--- src/rtl/bus_arb_pkg.sv ---
// Shared types and constants for the round-robin bus arbiter.
package bus_arb_pkg;

    typedef enum logic [1:0] {
        IDLE         = 2'b00,
        GRANTED      = 2'b01,
        WAIT_MEM_LOW = 2'b10
    } arb_state_t;

    localparam int DEFAULT_TIMEOUT_CYCLES = 256;

    // Width of an index into n requesters; never narrower than one bit.
    function automatic int owner_width(input int n);
        return (n <= 2) ? 1 : $clog2(n);
    endfunction

endpackage

--- src/rtl/bus_arbiter_if.sv ---
// Request/grant bundle between the cores, the shared memory and the arbiter.
// master: requester/memory side; slave: arbiter side.
interface bus_arbiter_if #(
    parameter int N_CORES = 4
);
    import bus_arb_pkg::*;

    localparam int OWNER_W = owner_width(N_CORES);

    logic [N_CORES-1:0] Bus_RQ;
    logic               Bus_Mem_Ready;
    logic [N_CORES-1:0] Bus_GRANT;
    logic [OWNER_W-1:0] Bus_Owner;
    logic               Bus_Busy;
    logic               Arb_Timeout;

    modport master (
        output Bus_RQ,
        output Bus_Mem_Ready,
        input  Bus_GRANT,
        input  Bus_Owner,
        input  Bus_Busy,
        input  Arb_Timeout
    );

    modport slave (
        input  Bus_RQ,
        input  Bus_Mem_Ready,
        output Bus_GRANT,
        output Bus_Owner,
        output Bus_Busy,
        output Arb_Timeout
    );

endinterface

--- src/rtl/rr_priority_picker.sv ---
// Combinational round-robin picker: first set request at or after ptr,
// searching upward and wrapping from N_CORES-1 back to 0.
module rr_priority_picker
    import bus_arb_pkg::*;
#(
    parameter  int N_CORES = 4,
    localparam int OWNER_W = owner_width(N_CORES)
) (
    input  logic [N_CORES-1:0] req,
    input  logic [OWNER_W-1:0] ptr,
    output logic [OWNER_W-1:0] winner,
    output logic               valid
);

    logic [OWNER_W-1:0] idx;

    // Scan requesters in rotated order and keep the first hit.
    always_comb begin
        winner = '0;
        valid  = 1'b0;
        idx    = '0;
        for (int unsigned i = 0; i < N_CORES; i++) begin
            idx = OWNER_W'((32'(ptr) + i) % 32'(N_CORES));
            if (!valid && req[idx]) begin
                valid  = 1'b1;
                winner = idx;
            end
        end
    end

endmodule

--- src/rtl/bus_arbiter.sv ---
// Round-robin RQ/GRANT arbiter for one shared memory bus.
// Optional grant-hold timeout compiled in with BUS_ARB_TIMEOUT_EN.
module bus_arbiter
    import bus_arb_pkg::*;
#(
    parameter int N_CORES        = 4,
    parameter int TIMEOUT_CYCLES = DEFAULT_TIMEOUT_CYCLES
) (
    input  logic         clk,
    input  logic         reset,
    bus_arbiter_if.slave bus
);

    localparam int                 OWNER_W  = owner_width(N_CORES);
    localparam logic [OWNER_W-1:0] LAST_IDX = OWNER_W'(N_CORES - 1);

    if (N_CORES < 2 || N_CORES > 16 || TIMEOUT_CYCLES < 2) begin : g_bad_params
        $error("bus_arbiter: N_CORES must be 2..16 and TIMEOUT_CYCLES at least 2");
    end

    arb_state_t         state;
    logic [N_CORES-1:0] grant;
    logic [OWNER_W-1:0] owner;
    logic [OWNER_W-1:0] rr_ptr;
    logic               busy;
    logic [N_CORES-1:0] eligible;
    logic [OWNER_W-1:0] pick_idx;
    logic               pick_valid;
    logic               owner_rq;

    assign owner_rq = bus.Bus_RQ[owner];

`ifdef BUS_ARB_TIMEOUT_EN
    localparam int                HOLD_W    = $clog2(TIMEOUT_CYCLES);
    localparam logic [HOLD_W-1:0] HOLD_LAST = HOLD_W'(TIMEOUT_CYCLES - 1);

    logic [HOLD_W-1:0]  hold_cnt;
    logic [N_CORES-1:0] mask;
    logic               timeout_pulse;
    logic               hold_expired;

    assign hold_expired    = (hold_cnt == HOLD_LAST);
    // A core that lost its grant by timeout sits out until it drops RQ once.
    assign eligible        = bus.Bus_RQ & ~mask;
    assign bus.Arb_Timeout = timeout_pulse;
`else
    assign eligible        = bus.Bus_RQ;
    assign bus.Arb_Timeout = 1'b0;
`endif

    rr_priority_picker #(
        .N_CORES (N_CORES)
    ) u_picker (
        .req    (eligible),
        .ptr    (rr_ptr),
        .winner (pick_idx),
        .valid  (pick_valid)
    );

    // Arbitration FSM with registered grant/owner/busy outputs.
    always_ff @(posedge clk) begin
        if (reset) begin
            state  <= IDLE;
            grant  <= '0;
            owner  <= '0;
            busy   <= 1'b0;
            rr_ptr <= '0;
`ifdef BUS_ARB_TIMEOUT_EN
            hold_cnt      <= '0;
            mask          <= '0;
            timeout_pulse <= 1'b0;
`endif
        end else begin
`ifdef BUS_ARB_TIMEOUT_EN
            timeout_pulse <= 1'b0;
            mask          <= mask & bus.Bus_RQ;
`endif
            unique case (state)
                IDLE: begin
                    if (pick_valid && !bus.Bus_Mem_Ready) begin
                        state  <= GRANTED;
                        grant  <= N_CORES'(1) << pick_idx;
                        owner  <= pick_idx;
                        busy   <= 1'b1;
                        rr_ptr <= (pick_idx == LAST_IDX) ? '0 : pick_idx + OWNER_W'(1);
`ifdef BUS_ARB_TIMEOUT_EN
                        hold_cnt <= '0;
`endif
                    end
                end
                GRANTED: begin
                    if (!owner_rq) begin
                        state <= WAIT_MEM_LOW;
                        grant <= '0;
                    end
`ifdef BUS_ARB_TIMEOUT_EN
                    else if (hold_expired) begin
                        state         <= WAIT_MEM_LOW;
                        grant         <= '0;
                        timeout_pulse <= 1'b1;
                        mask          <= (mask & bus.Bus_RQ) | (N_CORES'(1) << owner);
                    end else begin
                        hold_cnt <= hold_cnt + HOLD_W'(1);
                    end
`endif
                end
                WAIT_MEM_LOW: begin
                    if (!bus.Bus_Mem_Ready) begin
                        state <= IDLE;
                        busy  <= 1'b0;
                    end
                end
                default: begin
                    state <= IDLE;
                    grant <= '0;
                    busy  <= 1'b0;
                end
            endcase
        end
    end

    assign bus.Bus_GRANT = grant;
    assign bus.Bus_Owner = owner;
    assign bus.Bus_Busy  = busy;

endmodule

--- src/flat_wrapper.sv ---
// flat-port wrapper written by rule: the top's interface ports become plain ports
module bus_arbiter_flat import bus_arb_pkg::*;
#(
    parameter int N_CORES        = 4,
    parameter int TIMEOUT_CYCLES = DEFAULT_TIMEOUT_CYCLES
)
  (clk, reset, bus_Bus_RQ, bus_Bus_Mem_Ready, bus_Bus_GRANT, bus_Bus_Owner, bus_Bus_Busy, bus_Arb_Timeout);
  bus_arbiter_if #(.N_CORES(N_CORES)) bus_i ();
  input  logic clk;
  input  logic reset;
  input wire logic [$bits(bus_i.Bus_RQ)-1:0] bus_Bus_RQ;
  input wire logic [$bits(bus_i.Bus_Mem_Ready)-1:0] bus_Bus_Mem_Ready;
  output wire logic [$bits(bus_i.Bus_GRANT)-1:0] bus_Bus_GRANT;
  output wire logic [$bits(bus_i.Bus_Owner)-1:0] bus_Bus_Owner;
  output wire logic [$bits(bus_i.Bus_Busy)-1:0] bus_Bus_Busy;
  output wire logic [$bits(bus_i.Arb_Timeout)-1:0] bus_Arb_Timeout;
  assign bus_i.Bus_RQ = bus_Bus_RQ;
  assign bus_i.Bus_Mem_Ready = bus_Bus_Mem_Ready;
  assign bus_Bus_GRANT = bus_i.Bus_GRANT;
  assign bus_Bus_Owner = bus_i.Bus_Owner;
  assign bus_Bus_Busy = bus_i.Bus_Busy;
  assign bus_Arb_Timeout = bus_i.Arb_Timeout;
  bus_arbiter #(.N_CORES(N_CORES), .TIMEOUT_CYCLES(TIMEOUT_CYCLES)) u_core (.clk(clk), .reset(reset), .bus(bus_i));
endmodule
--- config.mk ---
export PLATFORM = sky130hd
export DESIGN_NAME = bus_arbiter_flat
export DESIGN_NICKNAME = d
export VERILOG_FILES = /design/src/rtl/bus_arb_pkg.sv /design/src/rtl/bus_arbiter_if.sv /design/src/rtl/rr_priority_picker.sv /design/src/rtl/bus_arbiter.sv /design/src/flat_wrapper.sv
export SDC_FILE = /design/constraint.sdc
export NUM_CORES = 1
export LEC_CHECK = 0
export ABC_AREA = 0
export ABC_CLOCK_PERIOD_IN_PS = 2100
export CAP_MARGIN = 20
export CORE_MARGIN = 2
export CORE_UTILIZATION = 44
export CTS_CLUSTER_SIZE = 12
export DETAILED_ROUTE_END_ITERATION = 16
export PLACE_DENSITY = 0.7
export REMOVE_ABC_BUFFERS = 1
export SLEW_MARGIN = 10
export SYNTH_ARGS = -nofsm -noshare
export SYNTH_HDL_FRONTEND = slang
export SYNTH_SLANG_ARGS = --single-unit
--- constraint.sdc ---
create_clock -name clk -period 2.1 [get_ports clk]
set_input_delay 0.42 -clock clk [delete_from_list [all_inputs] [get_ports clk]]
set_output_delay 0.42 -clock clk [all_outputs]
set_load 0.1 [all_outputs]
# After elaboration in Yosys (flattened, before gate mapping)
# Index checks and enable logic that the tools add are counted.
# op_classes
addsub	4
order_cmp	5
n_eq_ne	6
shift	1
n_mux	29
n_bitwise	2
reduce_logical	13
# op_table
operator	count
$mux 2	8
$lt 2x3->1 const B	5
$pmux 4 s3	1
$mux 1	11
$bmux 1 s2	5
$reduce_and 3->1	3
$mux 4	2
$pmux 2 s3	1
$add 2x1->2 const B	2
$add 2x2->2 const B	2
$eq 2x2->1 const B	2
$logic_and 1x1->1	4
$logic_not 1->1	4
$ne 2x2->1 const B	2
$shl 1x2->4 const A	1
$pmux 1 s3	1
$eq 2x1->1 const B	1
$logic_not 2->1	1
$ne 2x1->1 const B	1
$not 1->1	2
$reduce_and 2->1	1
# word_totals
reg_bits	11
inputBits	7
output_inout_bits	8
word_cells	65

# Depth between registers and ports, before layout
# Gate-level depths: netlist of the first run.
# depth
ltp_word	15
mapped_depth	6
depth_no_buf	6

# Cells and area by module
# Synthesis of the first run repeated with hierarchy kept, for this count alone.
# hier_totals
hier_cells	75
hier_area_um2	698.2
# by_module_without_submodules
module	instances	cells_each	area_per_inst_um2
bus_arbiter	1	60	620.6
rr_priority_picker	1	15	77.6

# Worst setup path before layout of the first run
# No wires, ideal clock.
# synth_timing
kind	input port to flip-flop
from	input bus_Bus_RQ[1]
to	register u_core.rr_ptr[0]
setup_time_ps	92
arrival_time_ps	1920
t_required_ps	2008
path_slack_ps	87
stages	6
path_buffers	0
path_cell_list	and2b_2 a211oi_1 nor2_1 ha_1 or4_1 o32ai_1
# synth_between
elab_chain_len	14
# synth_lines
element	line_no	source
start, declared	flat_wrapper.sv:11	input wire logic [$bits(bus_i.Bus_RQ)-1:0] bus_Bus_RQ;
$bmux 1 s2	rr_priority_picker.sv:24	if (!valid && req[idx]) begin
$mux 1 (not written as such)	rr_priority_picker.sv:24	
$mux 1	rr_priority_picker.sv:24	
$logic_not 1->1	rr_priority_picker.sv:24	
$logic_and 1x1->1	rr_priority_picker.sv:24	
$mux 1	rr_priority_picker.sv:24	
$logic_not 1->1	rr_priority_picker.sv:24	
$logic_and 1x1->1	rr_priority_picker.sv:24	
$mux 1	rr_priority_picker.sv:24	
$logic_not 1->1	rr_priority_picker.sv:24	
$logic_and 1x1->1	rr_priority_picker.sv:24	
$mux 2 (*)	rr_priority_picker.sv:24	
named net u_core.pick_idx[1]	bus_arbiter.sv:27	logic [OWNER_W-1:0] pick_idx;
$eq 2x2->1 (*)	bus_arbiter.sv:85	rr_ptr <= (pick_idx == LAST_IDX) ? '0 : pick_idx + OWNER_W'(1);
$mux 2 (*)	bus_arbiter.sv:85	
end signal, assigned	bus_arbiter.sv:85	
end, declared	bus_arbiter.sv:24	logic [OWNER_W-1:0] rr_ptr;
# The timed path passes the listed nets; every way through them passes the cells marked *. The select of a mux whose other input is x is not followed.
# A chain may end at the register's enable or synchronous reset.

# Worst setup path in the final report of the first run
# layout_timing
from	input bus_Bus_RQ[2]
to	register u_core.rr_ptr[0]
# The elaborated chain is that of the path after synthesis.

==> metrics, run 1 <==
asr flop ratio synth=0; Via density=6.10; max-slew violations=0; NetSw=0.000285 W; CTS Sinks=11; share of the synthesized area in the top cell type=0.302; leading area contributor after synthesis=dfxtp_1; WL final=2060 um; Die H=44.7 um; Cells after DPL=129; max-cap viol count=0; Skew-Pair Late Insertion Delay=0.27 ns; Pint=0.000435 W; largest net degree at the start of global routing=11; Final ANT Viol Nets=0; Post-route DRC=0; Synth area leaders=dfxtp_1, o311ai_0, ha_1, a21oi_1, inv_1; share of layout cells above drive strength 1=0.408; I/O Pins=15; cell area power density=669 nW/um2; library cells used by synthesis=32; clock-pin slew on the worst setup and hold paths=0.07 ns; synth warn=0; WL per Instance=15.1 um; post-route minimum period=2.03 ns; status=completed; Clock Tree Buf Depth=2; FP Rows=14; post-synth design cell area=728 um2; critical-path maximum fanout=3; gp weighted congestion=0.810; antenna violations before repair=0; most frequent cell after synthesis=dfxtp_1; crit path kind=input pin to register; Yosys reg bits=11; worst min-delay path class=register to register; Post-Syn Instances=84; initial core utilization=0.478; DP HPWL=1440 um; leakage=0.442 nW; TritonCTS Buffers=3; sequential area share after synthesis=0.302; WP data arrival=2.22 ns; Layout area overhead=47.8%; share of power burned in registers=0.341; CTS Root Cell=clkbuf_4; Final Hold Violating Endpoints=0; DRT iter0 DRCs=31; n_diodes=0; Switching Fraction=0.396; CP Cell Sequence=clkdlybuf4s50_1 > and2b_2 > a211oi_2 > nor2_2 > ha_2 > or4_4 > o32ai_2; GRT overflow=0; drt first pass iters=4; H-tree Lvls=1; synthesized area per cell=8.67 um2; Layout Skew=0.00612 ns; DP Area=985 um2; vias in the first global route=737; fill count=124; Primary FF master, synth=dfxtp_1; Tot GR Track Use=0.230; CP Data Required Time=2.29 ns; Clk pwr share=0.201; core area=1520 um2; Post-synth top cells=dfxtp_1, o311ai_0, inv_1; final instance area=1080 um2; Achievable Freq=493 MHz; crit-path max cell delay=0.43 ns; die width=44.7 um; port buffer count=13; Logic pwr share=0.458; Post-synth EDFFs=0; crit path capture type=register; CP max stage cell=clkdlybuf4s50_1; global-route wire length before repair=3310 um; CTS tree=yes; die area=2000 um2; Tcrit/Tclk final=0.966; via count=829; startpoint types=input pin; Finished Layout Cells=136; Worst VDD drop=385 uV; final setup fails=0; Nets=132
[worst paths after layout]
check                            from             endpoint  slack (ns)  cells past startpoint
hold reg to reg   u_core.bus.Bus_Busy  u_core.bus.Bus_Busy        0.49                      2
setup / recovery        bus_Bus_RQ[2]     u_core.rr_ptr[0]        0.07                      7
setup reg to reg     u_core.rr_ptr[0]     u_core.rr_ptr[0]        0.28                      7
hold / removal    u_core.bus.Bus_Busy  u_core.bus.Bus_Busy        0.49                      2
[layout by cell type, fill, tap and decap left out, types with 2 or more instances in the layout]
cell type / count
buf_4: 30
dfxtp_1: 11
inv_1: 7
o311ai_0: 7
nor2_1: 5
clkdlybuf4s50_1: 5
nand4_1: 4
a21oi_1: 4
nand2b_1: 3
nand2_1: 3
and2b_2: 3
ha_1: 3
clkbuf_4: 3
a21oi_2: 2
nor2b_1: 2
o21ai_0: 2
[cell type report]
class	instances	area [um2]	share of cell area
sequential	11	220	0.205
clock buffer	4	26.3	0.0244
timing repair buffer	36	288	0.267
inverter	7	26.3	0.0244
multi-input combinational	62	495	0.460
tap	16	20.0	0.0186
[worst max-delay path, delay by kind of cell]
kind / cells / cell delay, ns
adder cells (fa/ha/maj): 1 / 0.19
buffers and inverters: 1 / 0.43
AND/OR/NAND/NOR: 3 / 0.72
AO/OA/AOI/OAI: 2 / 0.47
[power by group through the flow]
| stage | combinational [W] | sequential (W) | clock, W |
|---|---|---|---|
| finish | 0.000329 | 0.000245 | 0.000145 |
| global route | 0.000350 | 0.000248 | 0.000158 |
| CTS | 0.000305 | 0.000245 | 0.000151 |
| detailed placement | 0.000294 | 0.000250 | 0 |
| global placement | 0.000290 | 0.000250 | 0 |
| floorplan | 0.0000951 | 0.000333 | 0 |
[routing by layer]
metal	vias to the layer above	wire length, um	track usage
met2	27	961	0.357
met5	-	0	0
met3	2	129	0.0816
li1	395	-	-
met1	405	952	0.300
met4	0	12	0.0667
[per-stage QoR]
stage	total power [W]	hold slack, ns	setup WS (ns)	utilization	setup TNS, ns
after floorplan	0.000428	0.489	0.0874	-	0
after global placement	0.000540	0.476	-0.412	0.646	-1.15
after detailed placement	0.000544	0.470	-0.448	0.646	-1.26
after CTS	0.000701	0.487	0.0344	0.678	0
after global routing	0.000756	0.510	-0.0204	0.706	-0.0286
final	0.000719	0.495	0.0705	0.706	0
[cell families (layout without fill, tap and decap cells)]
logic type	count (synthesis)	after routing	share of synthesized area
AO/OA/AOI/OAI	24	24	0.246
adder cells (fa/ha/maj)	4	4	0.0687
buffers and inverters	11	47	0.0722
flip-flops	11	11	0.302
multiplexers	1	1	0.0309
other	1	1	0.00515
AND/OR/NAND/NOR	32	32	0.275
[registers in the layout, indices dropped and copies added, names as in the netlist]
name,cells
u_core.bus.Bus_Busy,1
u_core.bus.Bus_GRANT,4
u_core.rr_ptr,2
u_core.state,2
u_core.bus.Bus_Owner,2
[repair_timing]
item	CTS	global route
gates resized for setup	2	10
pin swaps	4	3
endpoints found under the setup margin	1	5
hold buffers	0	0
buffers inserted	2	1
Note: power is estimated with default switching activity, not from simulation.
==> run 2: changes to the inputs <==
--- a/config.mk
+++ b/config.mk
@@ -6,7 +6,7 @@
 export NUM_CORES = 1
 export LEC_CHECK = 0
 export ABC_AREA = 0
-export ABC_CLOCK_PERIOD_IN_PS = 2100
+export ABC_CLOCK_PERIOD_IN_PS = 1700
 export CAP_MARGIN = 20
 export CORE_MARGIN = 2
 export CORE_UTILIZATION = 44
==> constraint.sdc (replaced) <==
create_clock -name clk -period 1.7 [get_ports clk]
set_input_delay 0.34 -clock clk [delete_from_list [all_inputs] [get_ports clk]]
set_output_delay 0.34 -clock clk [all_outputs]
set_load 0.1 [all_outputs]
==> metrics, run 2 (synthesis results as in run 1) <==
WL per Instance=16.8 um (was 15.1 um); commonest non-fill, non-tap cell in the layout=buf_4 (unchanged); drt first pass iters=4 (unchanged); worst min-delay path class=register to register (unchanged); FP Rows=14 (unchanged); core area=1520 um2 (unchanged); most frequent cells in the layout=buf_4, dfxtp_1, inv_1, o311ai_0, buf_12 (was buf_4, dfxtp_1, inv_1, o311ai_0); status=finished, violations left (was completed); max reg flops=4 (unchanged); Final Hold Violating Endpoints=0 (unchanged); final instance area=1260 um2 (was 1080 um2); Tcrit/Tclk final=1.05; initial core utilization=0.478 (unchanged); TritonCTS Buffers=3 (unchanged); fill count=86 (was 124); Post-route DRC=0 (unchanged); Final ANT Viol Nets=0 (unchanged); Via density=5.94 (was 6.10); CTS Root Cell=clkbuf_4 (unchanged); failing checks=negative setup slack; Post-Place Worst Slack=-0.793 ns (was -0.448 ns); antenna violations before repair=0 (unchanged); startpoint types=register (was input pin); CP Data Required Time=1.89 ns (was 2.29 ns); cell area power density=795 nW/um2 (was 669 nW/um2); I/O Pins=15 (unchanged); Die H=44.7 um (unchanged); Tot GR Track Use=0.250 (was 0.230); final setup fails=1 (was 0); gp weighted congestion=0.816 (was 0.810); leakage=0.488 nW (was 0.442 nW); WP data arrival=1.98 ns (was 2.22 ns); port buffer count=13 (unchanged); fin worst setup slack=-0.0858 ns (was 0.0705 ns); post-route minimum period=1.79 ns; DP HPWL=1510 um (was 1440 um); DRT iter0 DRCs=15 (was 31); Worst VDD drop=704 uV (was 385 uV); share of layout cells above drive strength 1=0.500 (was 0.408); Layout area overhead=73.4% (was 47.8%); die width=44.7 um (unchanged); die area=2000 um2 (unchanged); critical-path maximum fanout=2 (was 3); Nets=136 (was 132); GRT overflow=0 (unchanged); Skew-Pair Late Insertion Delay=0.28 ns (was 0.27 ns); CTS Sinks=11 (unchanged); crit path kind=register to register (was input pin to register); vias in the first global route=771 (was 737); clock-pin slew on the worst setup and hold paths=0.08 ns (was 0.07 ns); total power=0.00100 W (was 0.000719 W); H-tree Lvls=1 (unchanged); max-cap viol count=0 (unchanged); n_diodes=0 (unchanged); Final Hold Slack=0.532 ns (was 0.495 ns); via count=832 (was 829); DP Area=1090 um2 (was 985 um2); Hold Buf Count CTS=0 (unchanged); Layout Skew=0.0153 ns (was 0.00612 ns); global-route wire length before repair=3570 um (was 3310 um); RSZ-0062 raised after global routing=true; Clock Tree Buf Depth=2 (unchanged); Core Util, Final=0.828 (was 0.706); WL final=2350 um (was 2060 um); Achievable Freq=560 MHz; CTS tree=yes (unchanged); largest net degree at the start of global routing=9 (was 11); max-slew violations=0 (unchanged); crit path capture type=register (unchanged)
==> run 2: cell types whose count changed in the layout (fill, tap and decap cells not counted), moves of 2 or more <==
cell / before / now
ha_1: 3 / 1
ha_4: 0 / 2
buf_4: 30 / 26
clkdlybuf4s50_1: 5 / 2
dlygate4sd2_1: 0 / 3
buf_12: 0 / 7
a21oi_4: 0 / 2
==> run 2: area by class of cell <==
| type | count | area, um2 | area share |
|---|---|---|---|
| Sequential cell | 11 | 221 | 0.175 |
| Tap cell | 16 | 20.0 | 0.0159 |
| Inverter | 7 | 26.3 | 0.0208 |
| Clock buffer | 4 | 26.3 | 0.0208 |
| Multi-Input combinational cell | 62 | 571 | 0.452 |
| Timing Repair Buffer | 40 | 398 | 0.315 |
==> run 2: report_power, final <==
group | switching (W) | leakage [nW] | internal (W)
sequential | 0.0000271 | 0.0906 | 0.000283
clock | 0.0000920 | 0.0150 | 0.0000910
combinational | 0.000279 | 0.383 | 0.000231
total | 0.000398 | 0.488 | 0.000605
==> run 2: final timing paths <==
| kind | slack, ns | start | endpoint | cells past startpoint |
|---|---|---|---|---|
| min | 0.53 | u_core.bus.Bus_Busy | u_core.bus.Bus_Busy | 2 |
| max reg2reg | -0.09 | u_core.rr_ptr[0] | u_core.rr_ptr[0] | 7 |
| max | -0.09 | u_core.rr_ptr[0] | u_core.rr_ptr[0] | 7 |
| min reg2reg | 0.53 | u_core.bus.Bus_Busy | u_core.bus.Bus_Busy | 2 |
==> run 2: what timing repair did <==
item                       CTS  global route
resized for setup           17            14
setup endpoints to repair    9             5
pin swaps                    6             4
buffers inserted             4             3
==> run 2: critical path, cell delays in order (launching register included) <==
cell and delay, ns:
dfxtp_2 0.33, and2b_2 0.23, buf_6 0.10, o21a_1 0.15
nor3_2 0.06, ha_2 0.19, or4_4 0.42, o32ai_2 0.21
==> run 2: metal layers <==
metal  wire length (um)  share of wire  global-route usage  vias to the layer above
li1                   -              -                   -                      403
met1               1030           0.44               0.342                      401
met2               1150           0.49               0.365                       22
met3                115          0.049              0.0816                        6
met4                 46          0.020              0.0848                        0
met5                  0              0                   0                        -
==> run 2: stage by stage <==
stage               setup TNS [ns]  cells
floorplan                    -1.64     80
global placement             -4.51    132
detailed placement           -4.80    132
CTS                         -0.114    138
global route                -0.222    140
finish                     -0.0858    140
